File: config.mk
export PLATFORM = sky130hd
export DESIGN_NAME = ook_byte_encoder
export DESIGN_NICKNAME = d
export VERILOG_FILES = /design/src/rtl/ook_byte_encoder.sv
export SDC_FILE = /design/constraint.sdc
export NUM_CORES = 1
export LEC_CHECK = 0
export ABC_AREA = 1
export BUFFER_PORTS_ARGS = -buffer_cell sky130_fd_sc_hd__buf_2
export CELL_PAD_IN_SITES_DETAIL_PLACEMENT = 1
export CELL_PAD_IN_SITES_GLOBAL_PLACEMENT = 1
export CORE_ASPECT_RATIO = 0.5
export CORE_MARGIN = 1
export CORE_UTILIZATION = 48
export DETAILED_ROUTE_END_ITERATION = 10
export GPL_TIMING_DRIVEN = 0
export PLACE_DENSITY_LB_ADDON = 0.1
export SLEW_MARGIN = 20
export SYNTH_ARGS = -nofsm -noshare
export SYNTH_HDL_FRONTEND = slang
export SYNTH_SLANG_ARGS = --single-unit
File: constraint.sdc
create_clock -name clk -period 3.7 [get_ports clk]
set_clock_uncertainty 0.05 [all_clocks]
set_input_delay 0.37 -clock clk [delete_from_list [all_inputs] [get_ports clk]]
set_output_delay 0.37 -clock clk [all_outputs]
set_load 0.01 [all_outputs]
File: src/rtl/ook_byte_encoder.sv
// ----------------------------------------------------------------------------
// ook_byte_encoder
//
// Last stage of the UART-to-433 MHz path. Bytes from the UART receiver are
// buffered in a small FIFO and each one is sent as an on-off-keyed,
// pulse-width-coded frame (EV1527 style): a sync pulse, then 8 data bits
// MSB first. The frame is repeated REPEATS times per byte.
//
// Frame timing in units (1 unit = UNIT_CYCLES clocks):
//   sync : high 1, low SYNC_UNITS
//   bit 1: high 3, low 1
//   bit 0: high 1, low 3
//
// Ports:
//   clk       system clock
//   rst_n     asynchronous active-low reset
//   in_data   byte from the UART receiver
//   in_valid  in_data is valid
//   in_ready  FIFO can accept; a byte transfers when in_valid & in_ready
//   rf_tx     registered OOK output to the transmitter and LED (1 = carrier)
//   busy      high while a frame is being emitted
// ----------------------------------------------------------------------------
module ook_byte_encoder #(
  parameter int CLK_HZ     = 12000000,
  parameter int UNIT_US    = 350,
  parameter int SYNC_UNITS = 31,
  parameter int REPEATS    = 4,
  parameter int FIFO_DEPTH = 4
) (
  input  logic       clk,
  input  logic       rst_n,
  input  logic [7:0] in_data,
  input  logic       in_valid,
  output logic       in_ready,
  output logic       rf_tx,
  output logic       busy
);

  localparam int UNIT_CYCLES = CLK_HZ / 1000000 * UNIT_US;
  localparam int TW = (UNIT_CYCLES > 2) ? $clog2(UNIT_CYCLES) : 1;
  localparam int PW = (FIFO_DEPTH > 2) ? $clog2(FIFO_DEPTH) : 1;
  localparam int CW = PW + 1;
  localparam int UW = $clog2((SYNC_UNITS > 3) ? SYNC_UNITS : 3);
  localparam int RW = (REPEATS > 1) ? $clog2(REPEATS) : 1;

  localparam logic [TW-1:0] UNIT_LAST = TW'(UNIT_CYCLES - 1);
  localparam logic [UW-1:0] SYNC_LAST = UW'(SYNC_UNITS - 1);
  localparam logic [UW-1:0] LONG_LAST = UW'(2);
  localparam logic [UW-1:0] ONE_LAST  = '0;
  localparam logic [RW-1:0] REP_LAST  = RW'(REPEATS - 1);
  localparam logic [CW-1:0] FULL_CNT  = CW'(FIFO_DEPTH);

  // Parameter sanity checks, evaluated at elaboration
  if (UNIT_CYCLES < 2) begin : g_bad_unit
    $error("ook_byte_encoder: UNIT_CYCLES must be at least 2");
  end
  if (REPEATS < 1) begin : g_bad_repeats
    $error("ook_byte_encoder: REPEATS must be at least 1");
  end
  if (SYNC_UNITS < 1) begin : g_bad_sync
    $error("ook_byte_encoder: SYNC_UNITS must be at least 1");
  end
  if (FIFO_DEPTH < 2 || (FIFO_DEPTH & (FIFO_DEPTH - 1)) != 0) begin : g_bad_depth
    $error("ook_byte_encoder: FIFO_DEPTH must be a power of 2 and at least 2");
  end

  typedef enum logic [2:0] {
    IDLE,
    SYNC_HI,
    SYNC_LO,
    BIT_HI,
    BIT_LO
  } state_t;

  state_t          state;
  logic [TW-1:0]   unit_cnt;
  logic [UW-1:0]   units_left;
  logic [2:0]      bit_idx;
  logic [RW-1:0]   rep;
  logic [7:0]      shreg;

  logic [7:0]      mem [FIFO_DEPTH];
  logic [PW-1:0]   wr_ptr;
  logic [PW-1:0]   rd_ptr;
  logic [CW-1:0]   count;

  logic            push;
  logic            pop;
  logic            phase_done;
  logic            frame_done;
  logic            fifo_nonempty;

  // A phase ends on the last clock of its last unit; both counters are
  // reloaded on the same edge the next phase starts, so no clock is lost.
  assign phase_done    = (unit_cnt == '0) && (units_left == '0);
  assign frame_done    = (state == BIT_LO) && phase_done &&
                         (bit_idx == 3'd0) && (rep == REP_LAST);
  assign fifo_nonempty = (count != '0);
  assign in_ready      = (count != FULL_CNT);
  assign push          = in_valid && in_ready;
  assign pop           = fifo_nonempty && ((state == IDLE) || frame_done);

  // FIFO storage; contents need no reset because count gates every read
  always_ff @(posedge clk) begin
    if (push) begin
      mem[wr_ptr] <= in_data;
    end
  end

  // FIFO pointers and occupancy; a simultaneous push and pop cancel out
  always_ff @(posedge clk or negedge rst_n) begin
    if (!rst_n) begin
      wr_ptr <= '0;
      rd_ptr <= '0;
      count  <= '0;
    end else begin
      if (push) begin
        wr_ptr <= wr_ptr + PW'(1);
      end
      if (pop) begin
        rd_ptr <= rd_ptr + PW'(1);
      end
      case ({push, pop})
        2'b10:   count <= count + CW'(1);
        2'b01:   count <= count - CW'(1);
        default: count <= count;
      endcase
    end
  end

  // Frame sequencer. The unit timer free-runs inside a phase; every phase
  // transition below reloads it, overriding the default countdown.
  always_ff @(posedge clk or negedge rst_n) begin
    if (!rst_n) begin
      state      <= IDLE;
      rf_tx      <= 1'b0;
      busy       <= 1'b0;
      unit_cnt   <= '0;
      units_left <= '0;
      bit_idx    <= 3'd0;
      rep        <= '0;
      shreg      <= 8'h00;
    end else begin
      if (state != IDLE && !phase_done) begin
        if (unit_cnt == '0) begin
          unit_cnt   <= UNIT_LAST;
          units_left <= units_left - UW'(1);
        end else begin
          unit_cnt <= unit_cnt - TW'(1);
        end
      end

      case (state)
        IDLE: begin
          if (pop) begin
            shreg      <= mem[rd_ptr];
            rep        <= '0;
            bit_idx    <= 3'd7;
            state      <= SYNC_HI;
            rf_tx      <= 1'b1;
            busy       <= 1'b1;
            unit_cnt   <= UNIT_LAST;
            units_left <= ONE_LAST;
          end
        end

        SYNC_HI: begin
          if (phase_done) begin
            state      <= SYNC_LO;
            rf_tx      <= 1'b0;
            unit_cnt   <= UNIT_LAST;
            units_left <= SYNC_LAST;
          end
        end

        SYNC_LO: begin
          if (phase_done) begin
            state      <= BIT_HI;
            rf_tx      <= 1'b1;
            unit_cnt   <= UNIT_LAST;
            units_left <= shreg[bit_idx] ? LONG_LAST : ONE_LAST;
          end
        end

        BIT_HI: begin
          if (phase_done) begin
            state      <= BIT_LO;
            rf_tx      <= 1'b0;
            unit_cnt   <= UNIT_LAST;
            units_left <= shreg[bit_idx] ? ONE_LAST : LONG_LAST;
          end
        end

        BIT_LO: begin
          if (phase_done) begin
            unit_cnt <= UNIT_LAST;
            if (bit_idx != 3'd0) begin
              bit_idx    <= bit_idx - 3'd1;
              state      <= BIT_HI;
              rf_tx      <= 1'b1;
              units_left <= shreg[bit_idx - 3'd1] ? LONG_LAST : ONE_LAST;
            end else if (rep != REP_LAST) begin
              rep        <= rep + RW'(1);
              bit_idx    <= 3'd7;
              state      <= SYNC_HI;
              rf_tx      <= 1'b1;
              units_left <= ONE_LAST;
            end else if (pop) begin
              // Next byte starts straight away, no idle gap
              shreg      <= mem[rd_ptr];
              rep        <= '0;
              bit_idx    <= 3'd7;
              state      <= SYNC_HI;
              rf_tx      <= 1'b1;
              units_left <= ONE_LAST;
            end else begin
              state      <= IDLE;
              rf_tx      <= 1'b0;
              busy       <= 1'b0;
              unit_cnt   <= '0;
              units_left <= '0;
            end
          end
        end

        default: begin
          state <= IDLE;
          rf_tx <= 1'b0;
          busy  <= 1'b0;
        end
      endcase
    end
  end

endmodule

== Word level (Yosys, flattened, before mapping) ==
Memories as Yosys holds them, arrays and structs flattened.
Index checks and enable logic that the tools add are counted.
Operators by class
  $add $sub $neg: 8
  magnitude comparators: 2
  eq/ne operators: 18
  multiplexer cells: 65
  bitwise operators: 1
  reduce and logical (&&, ||, !) cells: 26
Operator list (number)
  $mux W13: 8
  $pmux W13 S3: 1
  $mux W5: 7
  $mux W8: 4
  $mux W3: 9
  $pmux W5 S5: 1
  $mux W2: 9
  $ne A2 B2 Y1 const B: 9
  $mux W1: 17
  $pmux W8 S2: 1
  $pmux W3 S5: 1
  $logic_not A13 Y1: 1
  $sub A13 B1 Y13 const B: 1
  $pmux W3 S2: 2
  $reduce_bool A3 Y1: 3
  $lt A3 B4 Y1 const B: 2
  $reduce_and A4 Y1: 2
  $logic_and A1 B1 Y1: 7
  $add A2 B1 Y2 const B: 3
  $bmux W1 S3: 2
  $eq A3 B2 Y1 const B: 2
  $logic_not A3 Y1: 2
  $reduce_and A6 Y1: 1
  $sub A3 B1 Y3 const B: 2
  21 further kinds: 23
Storage, ports and cells
  bits in registers: 43
  bits in writable memories: 32
  input port bits: 11
  output and inout port bits: 3
  logic and storage cells: 132
  memories: 1
Memory list
  mem: depth 4, width 8, rd ports 1, clocked after memory_dff 0, wr ports 1, RTL line 82  | logic [7:0] mem [FIFO_DEPTH];

== Longest topological paths before layout ==
Gate-level depths: netlist of the first run.
  depth in word-level cells: 12
  gate-level depth with buffers: 17
  gate-level depth less buffers: 15

== Worst setup path before layout of the first run ==
Ideal clock, no wire load.
  path kind: register -> register
  start point: reg bit_idx[0]
  end point: reg count[2]
  library setup time: 80 ps
  arrival: 2488 ps
  data required time: 3570 ps
  slack: 1082 ps
  stages on the path, launching flop included: 18
  buffers on the path: 2
  path through: dfrtp_1 > buf_2 > clkinv_1 > ha_1 > nand2_1 > inv_1 > nand2_1 > a21oi_2 > nand3_4 > clkinv_4 > buf_6 > ha_1 > inv_1 > fa_1 > nor2_1 > nor2_1 > nand2_1 > xnor2_1
On the way
  longest elaborated chain between the ends: 7
  elaborated cells between the ends (all ways): 9
  those cells by class: 2 x eq/ne; 1 x mux; 6 x reduce/logical
Ends and longest elaborated chain
  start, declared: RTL line 78  | logic [2:0] bit_idx;
  start signal, assigned: RTL line 198  | bit_idx <= bit_idx - 3'd1;
  $logic_not A3 Y1 (*): RTL line 97  | (bit_idx == 3'd0) && (rep == REP_LAST);
  $logic_and A1 B1 Y1 (*): RTL line 96  | assign frame_done = (state == BIT_LO) && phase_done &&
  $logic_and A1 B1 Y1 (*): RTL line 97
  $logic_or A1 B1 Y1 (*): RTL line 101  | assign pop = fifo_nonempty && ((state == IDLE) || frame_done);
  $logic_and A1 B1 Y1 (*): RTL line 101
  named net pop: RTL line 88  | logic pop;
  $eq A2 B1 Y1 / $eq A2 B2 Y1 (equally long branches): RTL line 123  | case ({push, pop})
  $pmux W3 S2 / $reduce_bool A2 Y1 (equally long branches)
  end signal, assigned: RTL line 124  | 2'b10: count <= count + CW'(1);
  end signal, assigned: RTL line 125  | 2'b01: count <= count - CW'(1);
  end signal, assigned: RTL line 126  | default: count <= count;
  end, declared: RTL line 85  | logic [CW-1:0] count;
The timed path passes the listed nets; every way through them passes the cells marked *.
A chain may end at the register's enable or synchronous reset.

== Final worst setup path of the first run ==
Same ends and word-level chain as after synthesis.

==> flow_metrics.tcl, run 1 <==
set metrics [dict create \
    outcome "finished with violations" \
    violations "negative hold slack" \
    wirelength_um 10200 \
    grt_start_max_net_pins 44 \
    max_clock_freq_ghz 0.316 \
    p_leak_uw 0.00205 \
    worst_pin_slew_ps 807 \
    cts_tree "yes" \
    cp-end-kind "register" \
    placementRows 23 \
    slowest_delay_ps 390 \
    wl_per_cell_um 16.4 \
    crit_family "buffers and inverters" \
    synth_nets 505 \
    cts.sinks 75 \
    synth.top_cell.area_share_pct 26.1 \
    antenna_found_initial 0 \
    vdd.ir_drop.worst_mv 0.375 \
    htreeDepth 3 \
    route.detailed.drc 0 \
    cts_buffers 9 \
    initial_utilization_pct 50.6 \
    final_common_cell "nand2_1" \
    num-fill-cells 1000 \
    hold_viol 43 \
    slew_headroom_pct 46.0 \
    async_reset_ff_share_pct 57.3 \
    ys_types 37 \
    gp_congestion 0.813 \
    synth_edf_count 32 \
    cpMostUsedCell "nand2_1" \
    dp_cells 607 \
    path_clk_slew_ps 60 \
    grt_overflow 0 \
    r2r_end "count[2]" \
    nets 529 \
    cp_num_buf_inv 6 \
    drv_slew 0 \
    timing.final.crit_share_pct 85.6 \
    ys_seq_area_share_pct 49.5 \
    ctsRootBufferMaster "clkbuf_16" \
    rr_worst_depth 17 \
    port_buffers 13 \
    syn_to_final_growth_pct 11.8 \
    synthFlopType "dfrtp_1" \
    hpwl_um 7340 \
    rrSetupSlack_ps 530 \
    arrival_ps 3390 \
    post_cts_buffers 0 \
    drive_gt1_share_pct 10.8 \
    postSynthCellCount 482 \
    core_area_um2 8140 \
    worstPathRequired_ps 3920 \
    final_cells 623 \
    firstDrtPassIters 4 \
    regArea_um2 2040 \
    grt_usage_pct 25.4 \
    ctsHoldBuffers 0 \
    crit_chain "buf_2, clkinv_1, ha_1, nand2_1, inv_1, nand2_1, a21oi_2, nand3_4, clkinv_4, buf_6, ha_1, inv_1, fa_1, nor2_1, nor2_1, nand2_1, xnor2_1" \
    route.antenna.remaining_nets 0 \
    first_global_vias 3451 \
    cts_resized 0 \
    hold_ws_ps -16.7 \
    cellPowerDensity_nw_per_um2 836 \
    final_cell_mix "nand2_1 (108), nor2_1 (71), inv_1 (53), nand3_1 (43), dfrtp_1 (43)" \
    synth_top_cell_by_area "dfrtp_1" \
    clock_path_buffers 2 \
    dr_total_vias 3267 \
    syn_area_um2 4120 \
    path_class "register to register" \
    maxCapViolCount 0 \
    setup_viol 0 \
    cpMaxStageDelayCell "fa_1" \
    drt_iter0_markers 141 \
    fin_crit_ps 3170 \
    crit_fanout 11 \
    avgSynthCellArea_um2 8.55 \
    rsz0062_at_grt "false" \
    finalSetupTns_ps 0 \
    multi_input_area_um2 1800 \
    startpoint_type "register" \
    die-area_um2 8980 \
    dieWidth_um 133 \
    ios 14 \
    synth-warning-count 0 \
    ys_seq_elements 75 \
    grt_pass1_wl_um 16800 \
    synth_area_leaders "dfrtp_1 (26%), edfxtp_1 (23%), nand2_1 (9.8%)" \
    antenna_cells 0 \
    die_y_um 67.5 \
    insertion_delay_ps 350 \
    hold_path.class "primary input to async pin" \
    reg2reg_from "bit_idx[0]" \
    via_per_inst 5.24 \
]
[how the worst max path moves through the flow]
stage / startpoint / end / depth (start not counted)
5_1_grt: bit_idx[0] / count[2] / 17
2_1_floorplan: bit_idx[0] / count[2] / 17
4_1_cts: bit_idx[0] / count[2] / 17
3_3_place_gp: bit_idx[0] / count[2] / 17
6_report: bit_idx[0] / count[2] / 17
3_5_place_dp: bit_idx[0] / count[2] / 17
[power by group]
part           internal [µW]  switching [µW]  total (µW)
combinational            567            1120        1680
clock                    463             376         839
sequential              1150             179        1330
total                   2180            1670        3850
[synthesized netlist by cell type, types with 2 or more instances]
cell type / instances
nor2_2: 4
nor3_1: 2
nand4_1: 3
a21oi_1: 12
inv_1: 53
ha_1: 11
nand3_1: 43
buf_2: 3
dfrtp_1: 43
o32ai_1: 8
xor2_1: 12
xnor2_1: 7
nand3_4: 2
nor2_4: 5
edfxtp_1: 32
or2_0: 2
nor2_1: 71
nand2_1: 108
nand3b_1: 3
o21ai_1: 5
clkinv_1: 2
o21ai_2: 3
o21ai_0: 26
buf_6: 3
nand2_4: 3
clkbuf_1: 5
[registers in the layout, summed over array words and instances (netlist names), 3 cells and up]
register	cells
mem	32
count	3
units_left	5
bit_idx	3
unit_cnt	13
shreg	8
state	3
[stage by stage]
| step | power, µW | area, µm² | worst slack, ps | hold slack [ps] | util [%] |
|---|---|---|---|---|---|
| 2_1_floorplan | 2530 | 4120 | 1080 | 24.4 | - |
| 3_5_place_dp | 3010 | 4320 | 566 | 419 | 53.1 |
| 5_1_grt | 4140 | 4600 | 311 | 37.6 | 56.5 |
| 6_report | 3850 | 4600 | 531 | -16.7 | 56.5 |
| 3_3_place_gp | 2930 | 4320 | 672 | 400 | 53.1 |
| 4_1_cts | 3870 | 4600 | 515 | 177 | 56.5 |
[worst reg2reg max path: stages (launching register included)]
cell and delay (ps):
dfrtp_1 370, buf_2 180, clkinv_1 200, ha_1 190, nand2_1 110, inv_1 110, nand2_1 110, a21oi_2 320
nand3_4 200, clkinv_4 120, buf_6 170, ha_1 160, inv_1 70, fa_1 390, nor2_1 120, nor2_1 50
nand2_1 70, xnor2_1 110
[cell type report]
| class | count | area share [%] |
|---|---|---|
| timing repair buffer | 13 | 1.47 |
| buffer | 11 | 1.47 |
| clock buffer | 10 | 4.97 |
| multi-input combinational | 339 | 39.0 |
| tap | 112 | 3.04 |
| sequential | 75 | 44.2 |
| inverter | 57 | 4.76 |
| clock inverter | 6 | 1.06 |
[metal layers]
layer,vias to the layer above,track usage (%),part of all wire (%)
met4,0,8.62,1.3
li1,1628,-,-
met1,1593,31.0,49
met3,14,6.01,2.2
met5,-,0,0
met2,32,45.4,48
[cell families after synthesis]
| group | share of synthesized area (%) |
|---|---|
| xor gates and xnor gates | 4.04 |
| DFF | 49.5 |
| and+or+nand+nor | 27.1 |
| adders and majority gates | 3.83 |
| AOI/OAI and AO/OA | 8.66 |
| buffers and inverters | 6.96 |
Power figures use the tool's default switching activity.
==> run 2: changes to the inputs <==
--- a/config.mk
+++ b/config.mk
@@ -5,13 +5,13 @@
 export SDC_FILE = /design/constraint.sdc
 export NUM_CORES = 1
 export LEC_CHECK = 0
-export ABC_AREA = 1
 export BUFFER_PORTS_ARGS = -buffer_cell sky130_fd_sc_hd__buf_2
+export CAP_MARGIN = 20
 export CELL_PAD_IN_SITES_DETAIL_PLACEMENT = 1
 export CELL_PAD_IN_SITES_GLOBAL_PLACEMENT = 1
 export CORE_ASPECT_RATIO = 0.5
 export CORE_MARGIN = 1
-export CORE_UTILIZATION = 48
+export CORE_UTILIZATION = 50
 export DETAILED_ROUTE_END_ITERATION = 10
 export GPL_TIMING_DRIVEN = 0
 export PLACE_DENSITY_LB_ADDON = 0.1
==> run 2 against run 1 <==
- the run still ends with negative hold slack left
- sequential cell count is the same
- combinational power fell by 33%
- largest cell class unchanged
- final area down 5.0%
==> flow_metrics.tcl, run 2 <==
set metrics [dict create \
    startpoint_type "register" \
    syn_to_final_growth_pct 12.6 \
    cts_buffers 9 \
    crit_chain "inv_1, ha_1, nor4b_4, nand4_2, o21ai_2, and2_4, buf_12, ha_1, inv_1, fa_1, xor2_1, nor2_1, xor2_1" \
    drt_iter0_markers 90 \
    grt_start_max_net_pins 44 \
    post_cts_buffers 0 \
    grt_usage_pct 24.3 \
    placedInstanceArea_um2 4070 \
    gp_congestion 0.793 \
    layout_top_registers "mem: 32 flops, unit_cnt: 13 flops, shreg: 8 flops" \
    antenna_cells 0 \
    firstDrtPassIters 4 \
    synth_edf_count 32 \
    first_global_vias 2871 \
    maxCapViolCount 0 \
    synth.top_cell.area_share_pct 27.7 \
    ys_seq_area_share_pct 52.4 \
    yosys-top-cells-count "dfrtp_1 (43), edfxtp_1 (32), nand2_1 (31), nor2_1 (28)" \
    largest_register "mem" \
    synth-warning-count 0 \
    drv_slew 0 \
    arrival_ps 3470 \
    num-fill-cells 761 \
    antenna_found_initial 0 \
    core_area_um2 7430 \
    cts_resized 0 \
    cp-end-kind "register" \
    async_reset_ff_share_pct 57.3 \
    route.antenna.remaining_nets 0 \
    path_class "register to register" \
    dieWidth_um 127 \
    cp_num_buf_inv 3 \
    max_clock_freq_ghz 0.307 \
    syn_area_um2 3880 \
    path_clk_slew_ps 60 \
    clock_path_buffers 2 \
    vdd.ir_drop.worst_mv 0.392 \
    synthMuxAreaShare_pct 10.8 \
    ctsHoldBuffers 0 \
    p_leak_uw 0.00173 \
    port_buffers 13 \
    wl_per_cell_um 18.9 \
    synth_compound_area_share_pct 8.44 \
    synth_area_leaders "dfrtp_1 (28%), edfxtp_1 (25%), mux4_2 (7.0%)" \
    wirelength_um 8480 \
    slowest_delay_ps 420 \
    htreeDepth 3 \
    drive_gt1_share_pct 20.7 \
    cts_tree "yes" \
    crit_family "simple AND/OR/NAND/NOR gates" \
    final_common_cell "dfrtp_1" \
    cellPowerDensity_nw_per_um2 768 \
    synth.most_common_cell "dfrtp_1" \
    synthSimpleGateAreaFrac_pct 15.8 \
    ios 14 \
    initial_utilization_pct 52.3 \
    hpwl_um 6060 \
    slew_headroom_pct 44.5 \
    placementRows 22 \
    die_y_um 64.3 \
    postSynthCellCount 323 \
    grt_pass1_wl_um 14600 \
    route.detailed.drc 0 \
    violations "negative hold slack" \
    setup_viol 0 \
    synth_top_cell_by_area "dfrtp_1" \
    rsz0062_at_grt "false" \
    final_cell_mix "dfrtp_1 (43), edfxtp_1 (32), nand2_1 (31), nor2_1 (28), buf_2 (17)" \
    grt_overflow 0 \
    outcome "finished with violations" \
    synth_xor_area_share_pct 4.70 \
    ys_seq_elements 75 \
    hold_path.class "primary input to async pin" \
    crit_fanout 10 \
    hold_viol 43 \
    timing.final.crit_share_pct 88.0 \
    cpMaxStageDelayCell "dfrtp_1" \
    hold_ws_ps -33.1 \
    nets 370 \
    synthAdderAreaFrac_pct 4.06 \
    ys_types 65 \
    finalSetupTns_ps 0 \
    avgSynthCellArea_um2 12.0 \
    final_area_um2 4370 \
    fin_crit_ps 3250 \
    worst_pin_slew_ps 826 \
    largest_register_ffs 32 \
    synth_nets 346 \
    insertion_delay_ps 350 \
    dr_total_vias 2605 \
    synth_top_family_by_area "simple AND/OR/NAND/NOR gates" \
    via_per_inst 5.81 \
    worstPathRequired_ps 3920 \
    die-area_um2 8150 \
    ctsRootBufferMaster "clkbuf_16" \
    cts.sinks 75 \
    synthFlopType "dfrtp_1" \
    rrSetupSlack_ps 450 \
]
==> run 2: report_power, final <==
| part | total (µW) | leakage [µW] | switching [µW] | internal (µW) |
|---|---|---|---|---|
| registers | 1340 | 0.000804 | 216 | 1130 |
| logic | 1120 | 0.000780 | 581 | 539 |
| clock network | 892 | 0.000144 | 361 | 530 |
| total | 3360 | 0.00173 | 1160 | 2200 |
==> run 2: worst paths after layout <==
kind                          startpoint            end  cells past startpoint
hold / removal                     rst_n  units_left[4]                      1
max in group asynchronous          rst_n          rf_tx                      1
setup reg to reg           units_left[0]       count[2]                     13
min in group clk              in_data[3]      mem[2][3]                      1
hold reg to reg                   rep[1]         rep[1]                      2
setup / recovery           units_left[0]       count[2]                     13
==> run 2: final cells by class <==
cell class / count / area, µm² / area share, %
Clock inverter: 6 / 72.6 / 1.66
Sequential cell: 75 / 2040 / 46.6
Multi-Input combinational cell: 218 / 1700 / 38.9
Inverter: 15 / 56.3 / 1.29
Buffer: 15 / 91.3 / 2.09
Timing Repair Buffer: 13 / 67.6 / 1.55
Tap cell: 96 / 120 / 2.75
Clock buffer: 10 / 229 / 5.24
==> run 2: worst reg2reg max path, cell delays in order (launching register included) <==
cell,delay (ps)
dfrtp_1,420
inv_1,70
ha_1,220
nor4b_4,410
nand4_2,360
o21ai_2,240
and2_4,200
buf_12,150
ha_1,190
inv_1,60
fa_1,370
xor2_1,170
nor2_1,120
xor2_1,160
==> run 2: cells by family (layout without fill, tap and decap cells) <==
family | count (synthesis) | after routing
buffers and inverters | 30 | 59
DFF | 75 | 75
adders and majority gates | 12 | 12
and+or+nand+nor | 111 | 111
AOI/OAI and AO/OA | 52 | 52
muxes | 23 | 23
xor gates and xnor gates | 20 | 20
==> run 2: per-stage QoR <==
| stage | power (µW) | setup slack [ps] | hold slack, ps | utilization [%] | instances |
|---|---|---|---|---|---|
| after detailed placement | 2480 | 409 | 451 | 54.7 | 432 |
| after CTS | 3390 | 401 | 171 | 58.8 | 448 |
| after global placement | 2390 | 529 | 422 | 54.7 | 432 |
| after floorplan | 2170 | 920 | 24.4 | - | 323 |
| final | 3360 | 446 | -33.1 | 58.8 | 448 |
| after global routing | 3560 | 166 | 16.1 | 58.8 | 448 |
==> run 2: layer usage <==
layer	wire length (µm)	up-vias	global-route usage, %
li1	-	1228	-
met1	3730	1318	28.9
met2	4250	43	42.1
met3	325	16	7.45
met4	171	0	9.19
met5	0	-	0
==> run 3: changes to the inputs <==
--- a/config.mk
+++ b/config.mk
@@ -7,14 +7,12 @@
 export LEC_CHECK = 0
 export BUFFER_PORTS_ARGS = -buffer_cell sky130_fd_sc_hd__buf_2
 export CAP_MARGIN = 20
-export CELL_PAD_IN_SITES_DETAIL_PLACEMENT = 1
-export CELL_PAD_IN_SITES_GLOBAL_PLACEMENT = 1
 export CORE_ASPECT_RATIO = 0.5
-export CORE_MARGIN = 1
+export CORE_MARGIN = 3
 export CORE_UTILIZATION = 50
 export DETAILED_ROUTE_END_ITERATION = 10
 export GPL_TIMING_DRIVEN = 0
-export PLACE_DENSITY_LB_ADDON = 0.1
+export PLACE_DENSITY = 0.67
 export SLEW_MARGIN = 20
 export SYNTH_ARGS = -nofsm -noshare
 export SYNTH_HDL_FRONTEND = slang
==> run 3 against run 2 <==
- the flow still finishes with violations (negative hold slack)
- clock power shrank 8.9%
- core utilization shrank 0.30 points
- cell count stayed put
- sequential share of layout area grew 0.24 points
- sequential power barely moved
- hold slack better by 7.6 ps
- critical path type unchanged
- power down 4.2%
- wire length shrank 13%
- non-clock buffer count stayed put
- via count shrank 0.58%
- fmax decreased by 0.53%
==> flow_metrics.tcl, run 3 (same netlist as run 2, synthesis figures left out) <==
set metrics [dict create \
    outcome "finished with violations" \
    hpwl_um 5170 \
    initial_utilization_pct 52.3 \
    hold_ws_ps -25.5 \
    post_cts_buffers 0 \
    slew_headroom_pct 41.7 \
    maxCapViolCount 0 \
    worstPathRequired_ps 3910 \
    grt_usage_pct 18.4 \
    final_cells 448 \
    insertion_delay_ps 340 \
    ios 14 \
    path_clk_slew_ps 60 \
    antenna_cells 0 \
    port_buffers 13 \
    cellPowerDensity_nw_per_um2 739 \
    dp_cells 432 \
    dr_total_vias 2590 \
    fin_crit_ps 3270 \
    gp_congestion 0.919 \
    num-fill-cells 597 \
    nets 370 \
    crit_fanout 10 \
    setup_viol 0 \
    route.detailed.drc 0 \
    placementRows 22 \
    wirelength_um 7340 \
    rsz0062_at_grt "false" \
    wl_per_cell_um 16.4 \
    startpoint_type "register" \
    die-area_um2 8930 \
    drive_gt1_share_pct 20.7 \
    wl_met3_um 291 \
    grt_pass1_wl_um 12400 \
    multi_input_area_um2 1700 \
    drv_slew 0 \
    cts_buffers 9 \
    hold_viol 43 \
    maxUsedRoutingLayer "met4" \
    hold_path.class "primary input to async pin" \
    path_class "register to register" \
    via_per_inst 5.78 \
    largest_register "mem" \
    max_clock_freq_ghz 0.306 \
    final_common_cell "dfrtp_1" \
    drt_iter0_markers 175 \
    cts_tree "yes" \
    syn_to_final_growth_pct 12.0 \
    core_area_um2 7430 \
    p_leak_uw 0.00172 \
    final_cell_mix "dfrtp_1 (43), edfxtp_1 (32), nand2_1 (31), nor2_1 (28), buf_2 (17)" \
    clock_path_buffers 2 \
    ctsRootBufferMaster "clkbuf_16" \
    arrival_ps 3490 \
    violations "negative hold slack" \
    vdd.ir_drop.worst_mv 0.419 \
    die_y_um 68.3 \
    worst_pin_slew_ps 868 \
    dieWidth_um 131 \
    wl_met2_um 3600 \
    final_util_pct 58.5 \
    ctsHoldBuffers 0 \
    route.antenna.remaining_nets 0 \
    grt_start_max_net_pins 44 \
    largest_register_ffs 32 \
    wl_met1_um 3370 \
    cts.sinks 75 \
    htreeDepth 3 \
    layout_top_registers "mem: 32 flops, unit_cnt: 13 flops, shreg: 8 flops" \
    finalSetupTns_ps 0 \
    firstDrtPassIters 4 \
    antenna_found_initial 0 \
    regArea_um2 2040 \
    cp-end-kind "register" \
    grt_overflow 0 \
    first_global_vias 2564 \
    timing.final.crit_share_pct 88.4 \
    cts_resized 0 \
]
run 3: report_power, final:
group	total (µW)	switching, µW	internal, µW
logic	1080	542	534
registers	1330	199	1130
clock network	813	351	462
run 3: final timing paths:
check	startpoint	endpoint	slack [ps]	cells after the start
setup / recovery	units_left[0]	count[2]	430	13
hold / removal	rst_n	unit_cnt[4]	-30	1
setup reg to reg	units_left[0]	count[2]	430	13
hold reg to reg	rep[0]	rep[0]	440	1
max in group asynchronous	rst_n	units_left[1]	3240	1
min in group clk	in_data[1]	mem[2][1]	200	1
run 3: cell type report:
type / count / area share (%)
clock buffers: 10 / 5.26
repair buffers: 13 / 1.55
clock inverters: 6 / 1.15
well taps: 96 / 2.76
plain buffers: 15 / 2.10
flip-flops and latches: 75 / 46.8
inverters: 15 / 1.29
multi-input cells: 218 / 39.1
run 3: routing by layer:
layer / track usage (%) / up-vias
li1: - / 1227
met1: 23.2 / 1297
met2: 31.1 / 57
met3: 5.30 / 9
met4: 6.28 / 0
met5: 0 / -
run 3: critical path: stages (launching register included):
cell and delay (ps):
dfrtp_1 430, inv_1 80, ha_1 200, nor4b_4 410, nand4_2 340, o21ai_2 290
and2_4 200, buf_12 140, ha_1 190, inv_1 60, fa_1 380, xor2_1 170
nor2_1 110, xor2_1 140
run 3: stage by stage:
| stage | hold WS, ps | instance area (µm²) | total power [µW] | worst slack, ps |
|---|---|---|---|---|
| after global placement | 422 | 4070 | 2370 | 545 |
| after detailed placement | 446 | 4070 | 2430 | 479 |
| after CTS | 181 | 4350 | 3250 | 444 |
| after floorplan | 24.4 | 3880 | 2170 | 920 |
| after global routing | 18.5 | 4350 | 3420 | 206 |
| final | -25.5 | 4350 | 3220 | 428 |
